File: config.mk
export PLATFORM = sky130hd
export DESIGN_NAME = lcm_from_gcd
export DESIGN_NICKNAME = d
export VERILOG_FILES = /design/src/rtl/lcm_from_gcd_pkg.sv /design/src/rtl/lcm_div_step.sv /design/src/rtl/lcm_from_gcd.sv
export SDC_FILE = /design/constraint.sdc
export NUM_CORES = 1
export LEC_CHECK = 0
export ABC_AREA = 0
export BUFFER_PORTS_ARGS = -buffer_cell sky130_fd_sc_hd__buf_2
export CORE_MARGIN = 8
export CORE_UTILIZATION = 40
export DETAILED_ROUTE_END_ITERATION = 7
export GPL_TIMING_DRIVEN = 0
export PLACE_DENSITY = 0.58
export SKIP_CTS_REPAIR_TIMING = 1
export SKIP_LAST_GASP = 1
export SYNTH_ARGS = -nofsm -noshare
export SYNTH_HDL_FRONTEND = slang
export SYNTH_SLANG_ARGS = --single-unit
File: constraint.sdc
create_clock -name clock -period 6.4 [get_ports clock]
set_input_delay 1.6 -clock clock [delete_from_list [all_inputs] [get_ports clock]]
set_output_delay 1.6 -clock clock [all_outputs]
set_load 0.02 [all_outputs]
File: src/rtl/lcm_from_gcd_pkg.sv
// Shared definitions for the gcd/lcm datapath: FSM state encoding and default width.
// The encoding is fixed because the gcd unit and the sequencer decode the same values.
package lcm_from_gcd_pkg;

  localparam int unsigned DEFAULT_WIDTH = 8;

  localparam logic [1:0] IDLE = 2'd0;
  localparam logic [1:0] DIV  = 2'd1;
  localparam logic [1:0] MUL  = 2'd2;
  localparam logic [1:0] DONE = 2'd3;

endpackage

File: src/rtl/lcm_div_step.sv
// One restoring-division step: shift the next dividend bit into the remainder and
// subtract the divisor when it fits.
module lcm_div_step
  import lcm_from_gcd_pkg::*;
#(
  parameter int unsigned WIDTH = DEFAULT_WIDTH
) (
  input  logic [WIDTH:0]   rem,
  input  logic             a_bit,
  input  logic [WIDTH-1:0] g,
  output logic [WIDTH:0]   rem_next,
  output logic             q_bit
);

  logic [WIDTH+1:0] rem_shift;
  logic [WIDTH+1:0] g_ext;

  always_comb begin
    rem_shift = {rem, a_bit};
    g_ext     = {2'b00, g};
    q_bit     = (rem_shift >= g_ext);
    // The remainder stays below g, so the difference always fits in WIDTH+1 bits.
    if (q_bit) begin
      rem_next = (WIDTH+1)'(rem_shift - g_ext);
    end else begin
      rem_next = (WIDTH+1)'(rem_shift);
    end
  end

endmodule

File: src/rtl/lcm_from_gcd.sv
// lcm(a,b) = (a/g)*b from a settled gcd: restoring divider then shift-add multiplier,
// with valid/ready handshakes on both sides and one operation in flight.
module lcm_from_gcd
  import lcm_from_gcd_pkg::*;
#(
  parameter int unsigned WIDTH = DEFAULT_WIDTH
) (
  input  logic               clock,
  input  logic               reset,
  input  logic               in_valid,
  output logic               in_ready,
  input  logic [WIDTH-1:0]   a,
  input  logic [WIDTH-1:0]   b,
  input  logic [WIDTH-1:0]   g,
  output logic               out_valid,
  input  logic               out_ready,
  output logic [2*WIDTH-1:0] lcm,
  output logic               err
);

  localparam int unsigned CNT_W = $clog2(WIDTH) + 1;

  logic [1:0]         state_q, state_d;
  logic [CNT_W-1:0]   cnt_q, cnt_d;
  logic [WIDTH-1:0]   a_sh_q, a_sh_d;
  logic [WIDTH-1:0]   b_q, b_d;
  logic [WIDTH-1:0]   g_q, g_d;
  logic [WIDTH:0]     rem_q, rem_d;
  logic [WIDTH-1:0]   quo_q, quo_d;
  logic [2*WIDTH-1:0] acc_q, acc_d;
  logic [2*WIDTH-1:0] lcm_q, lcm_d;
  logic               err_q, err_d;

  logic [WIDTH:0]     step_rem_in;
  logic               step_a_bit;
  logic [WIDTH-1:0]   step_g;
  logic [WIDTH:0]     step_rem_next;
  logic               step_q_bit;
  logic [2*WIDTH-1:0] acc_next;

  lcm_div_step #(.WIDTH(WIDTH)) u_div_step (
    .rem      (step_rem_in),
    .a_bit    (step_a_bit),
    .g        (step_g),
    .rem_next (step_rem_next),
    .q_bit    (step_q_bit)
  );

  assign in_ready  = (state_q == IDLE);
  assign out_valid = (state_q == DONE);
  assign lcm       = lcm_q;
  assign err       = err_q;

  // In IDLE the divider sees the incoming operands, so the accept edge already
  // performs the first division step; DIV then needs only WIDTH-1 more edges.
  always_comb begin
    if (state_q == IDLE) begin
      step_rem_in = '0;
      step_a_bit  = a[WIDTH-1];
      step_g      = g;
    end else begin
      step_rem_in = rem_q;
      step_a_bit  = a_sh_q[WIDTH-1];
      step_g      = g_q;
    end
  end

  always_comb begin
    acc_next = {acc_q[2*WIDTH-2:0], 1'b0};
    if (quo_q[WIDTH-1]) begin
      acc_next = acc_next + {{WIDTH{1'b0}}, b_q};
    end
  end

  always_comb begin
    state_d = state_q;
    cnt_d   = cnt_q;
    a_sh_d  = a_sh_q;
    b_d     = b_q;
    g_d     = g_q;
    rem_d   = rem_q;
    quo_d   = quo_q;
    acc_d   = acc_q;
    lcm_d   = lcm_q;
    err_d   = err_q;

    case (state_q)
      IDLE: begin
        if (in_valid) begin
          a_sh_d = {a[WIDTH-2:0], 1'b0};
          b_d    = b;
          g_d    = g;
          if ((a == '0) || (b == '0)) begin
            state_d = DONE;
            lcm_d   = '0;
            err_d   = 1'b0;
          end else if (g == '0) begin
            state_d = DONE;
            lcm_d   = '0;
            err_d   = 1'b1;
          end else begin
            state_d = DIV;
            cnt_d   = CNT_W'(WIDTH);
            rem_d   = step_rem_next;
            quo_d   = {{(WIDTH-1){1'b0}}, step_q_bit};
            acc_d   = '0;
          end
        end
      end

      DIV: begin
        rem_d  = step_rem_next;
        quo_d  = {quo_q[WIDTH-2:0], step_q_bit};
        a_sh_d = {a_sh_q[WIDTH-2:0], 1'b0};
        if (cnt_q == CNT_W'(2)) begin
          if (step_rem_next != '0) begin
            state_d = DONE;
            lcm_d   = '0;
            err_d   = 1'b1;
          end else begin
            state_d = MUL;
            cnt_d   = CNT_W'(WIDTH);
            acc_d   = '0;
          end
        end else begin
          cnt_d = cnt_q - CNT_W'(1);
        end
      end

      MUL: begin
        acc_d = acc_next;
        quo_d = {quo_q[WIDTH-2:0], 1'b0};
        if (cnt_q == CNT_W'(1)) begin
          state_d = DONE;
          lcm_d   = acc_next;
          err_d   = 1'b0;
        end else begin
          cnt_d = cnt_q - CNT_W'(1);
        end
      end

      DONE: begin
        if (out_ready) begin
          state_d = IDLE;
        end
      end

      default: begin
        state_d = IDLE;
      end
    endcase
  end

  always_ff @(posedge clock) begin
    if (reset) begin
      state_q <= IDLE;
      cnt_q   <= '0;
      a_sh_q  <= '0;
      b_q     <= '0;
      g_q     <= '0;
      rem_q   <= '0;
      quo_q   <= '0;
      acc_q   <= '0;
      lcm_q   <= '0;
      err_q   <= 1'b0;
    end else begin
      state_q <= state_d;
      cnt_q   <= cnt_d;
      a_sh_q  <= a_sh_d;
      b_q     <= b_d;
      g_q     <= g_d;
      rem_q   <= rem_d;
      quo_q   <= quo_d;
      acc_q   <= acc_d;
      lcm_q   <= lcm_d;
      err_q   <= err_d;
    end
  end

endmodule

==> results.md <==
| Item | Value |
|:---|:---|
| Result of the run | completed |
| Sequential fraction of the synthesis area | 32.0% |
| Yosys warning count | 0 |
| Total Power Consumption | 2490 µW |
| Total negative setup slack | 0 ps |
| Final count of hold timing violations | 0 |
| Power per cell area | 445 nW/µm² |
| Synth Area in Simple Gates | 22.9% |
| Clock tree from TritonCTS | done |
| Via density per instance | 5.62 |
| Number of synthesized flops with an enable pin | 0 |
| Violation count after the first detailed-route iteration | 289 |
| Transition time at the pin with the least slew margin | 779 ps |
| Max-slew violation total from the final report | 0 |
| Total routed wirelength | 13200 µm |
| Max Freq | 181 MHz |
| Most instantiated library cell after synthesis | nand2_1 |
| Most frequent cells after synthesis | nand2_1, dfxtp_1, a21oi_1 |
| Xor/xnor cell area share of the yosys netlist | 2.15% |
| Post-place setup slack | 967 ps |
| Master of the slowest instance on the critical path | o31ai_4 |
| Setup repair after global routing missed its margin | false |
| Antenna violations before repair | 0 |
| Tmin final | 5510 ps |
| I/O Pins | 47 |
| Flip-flop and latch count after synthesis | 78 |
| Post-Synthesis Net Count | 638 |
| Sinks on the clock net | 78 |
| Largest family of logic cells by synthesized area | simple AND/OR/NAND/NOR gates |
| Category of the worst setup path launch point | register |
| Netlist Area Pre-Place | 4880 µm² |
| Area share of the largest cell type after synthesis | 32.0% |
| Site row count | 40 |
| Post-synthesis cell type with the largest combined area | dfxtp_1 |
| Final worst path period share | 86.1% |
| Post-synthesis mux area share | 11.5% |
| Initial core utilization | 40.8% |
| Maximum Capacitance Violations | 0 |
| Residual DRC count | 0 |
| Initial DRT Pass Iterations | 5 |
| Buffers from clock root to sink, at most | 2 |
| Post-route worst setup slack | 888 ps |
| Number of buffers inserted during clock tree synthesis | 9 |
| Highest fanout seen on the critical path | 10 |
| Routed via count | 4458 |
| Synthesized instance count | 586 |
| Placement Cell Area | 5290 µm² |
| Share of synthesized cell area in full adder, half adder and majority cells | 6.46% |
| Routability Congestion | 0.870 |
| Worst-Skew Late Latency | 340 ps |
| Required time at the worst-slack endpoint | 6630 ps |
| WP buf/inv | 4 |
| Compound-Gate Fraction of Synth Area | 20.2% |
| Crit Path Class | reg -> reg |
| CORE AREA | 12000 µm² |
| Synth async-reset ratio | 0% |
| Number of setup violations in the final report | 0 |
| Setup Skew | 7.94 ps |
| Avg Inst Size Synth | 8.33 µm² |
| Final #Nets | 695 |
| Total non-filler cell area in the finished layout | 5610 µm² |
| Diode count | 0 |
| Clock transition at the registers of the reported paths | 60 ps |
| Primary flip-flop cell chosen by synthesis mapping | dfxtp_1 |
| Lkg Pwr | 0.00223 µW |
| DRT antenna net count | 0 |
| Layout cells sized above 1 | 15.3% |
| Area contributors post-synth | dfxtp_1, mux2i_1, nand2_1 |
| Clock Tree Root | clkbuf_16 |
| Post-detailed-route wirelength per cell | 16.6 µm |
| Cell class contributing the biggest share of worst-path delay | compound AO/OA/AOI/OAI gates |
| Post-synthesis to final-layout area growth | 14.9% |
| CP Cell Sequence | inv_1 > ha_1 > buf_2 > clkbuf_1 > clkbuf_1 > mux2_2 > ha_1 > fa_1 > nand2b_1 > a21oi_1 > o21ai_0 > nor3_1 > a32oi_4 > o31ai_4 > mux2_4 |
| IR drop worst, VDD | 0.215 mV |
| Number of distinct library cells after synthesis | 64 |
| Maximum number of pins on one net before global-route repair | 13 |
| Maximum single-stage delay on the critical path | 680 ps |
| Final HPWL from detailed placement | 10100 µm |
| Count of H-tree levels built during CTS | 3 |
| Chip height | 126 µm |
| Die X-Extent | 126 µm |
| Wire length of the first global-routing pass | 21400 µm |
| Total grt overflow | 0 |
| Count of input and output buffers | 46 |
| Via count of the first global-routing pass | 4288 |
| Worst slew margin relative to its limit | 48.1% |
| Area enclosed by the die boundary | 16000 µm² |
| Critical path endpoint category | register |
| Hold/Removal Path Class | reg -> reg |
| Overall routing resource usage | 16.5% |
| Filler instances | 1187 |
| Data arrival time at the worst-slack endpoint | 5740 ps |
[worst reg2reg max path: cells and delay by family (launching register included)]
kind,cells,cell delay (ps)
multiplexers,2,780
buffers and inverters,4,1230
AND/OR/NAND/NOR,2,630
AO/OA/AOI/OAI,4,1530
adder cells (fa/ha/maj),3,890
flip-flops,1,340
[metal layers]
metal | part of all wire (%) | vias to the layer above | global-route usage [%]
met4 | 1.6 | 0 | 5.10
met2 | 48 | 102 | 27.7
met3 | 4.7 | 18 | 4.44
met5 | 0 | - | 0
met1 | 46 | 2106 | 20.2
li1 | - | 2232 | -
[layout make-up]
| cell class | instances | area [µm²] | share of cell area, % |
|---|---|---|---|
| Multi-Input combinational cell | 455 | 3090 | 55.0 |
| Sequential cell | 78 | 1560 | 27.9 |
| Clock buffer | 10 | 239 | 4.26 |
| Timing Repair Buffer | 46 | 230 | 4.11 |
| Tap cell | 147 | 184 | 3.28 |
| Buffer | 35 | 165 | 2.95 |
| Clock inverter | 4 | 72.6 | 1.29 |
| Inverter | 18 | 67.6 | 1.21 |
[power by group]
| group | switching, µW | internal [µW] |
|---|---|---|
| clock | 199 | 347 |
| combinational | 844 | 492 |
| sequential | 50.2 | 562 |
| total | 1090 | 1400 |
[placed cells by master, fill, tap and decap left out, types with 8 or more instances in the layout]
master,instances
nand4_1,16
nor2b_1,10
mux2_2,9
nor2_1,41
o21a_1,8
nor4_1,8
inv_1,17
a211oi_1,16
a21oi_1,42
nand2_1,84
nand3_1,18
o21ai_0,14
nand2b_1,11
a31oi_1,11
buf_2,49
clkbuf_1,28
o211ai_1,8
ha_1,22
dfxtp_1,78
clkbuf_16,9
mux2i_1,40
[stage by stage]
step           hold slack [ps]  instances  util, %
2_1_floorplan              432        586        -
4_1_cts                    451        793     46.9
3_5_place_dp               443        779     44.3
6_report                   451        793     46.9
5_1_grt                    467        793     46.9
3_3_place_gp               440        779     44.3
[cells by family after synthesis]
family | after synthesis
AOI/OAI and AO/OA | 139
xor gates and xnor gates | 12
adders and majority gates | 24
buffers and inverters | 53
DFF | 78
muxes | 53
and+or+nand+nor | 227
[sequential cells by signal, summed over array words and instances, names as in the netlist]
register  flops
cnt_q         4
a_sh_q        7
lcm          16
g_q           8
b_q           8
err           1
acc_q        15
state_q       2
quo_q         8
rem_q         9
[worst paths after layout]
| kind | cells after the start | startpoint | endpoint | slack (ps) |
|---|---|---|---|---|
| worst max-delay path | 15 | state_q[0] | lcm[4] | 890 |
| worst min-delay path | 2 | quo_q[6] | quo_q[6] | 450 |
| worst min register to register | 2 | quo_q[6] | quo_q[6] | 450 |
| worst max register to register | 15 | state_q[0] | lcm[4] | 890 |
Note: power is estimated with default switching activity, not from simulation.
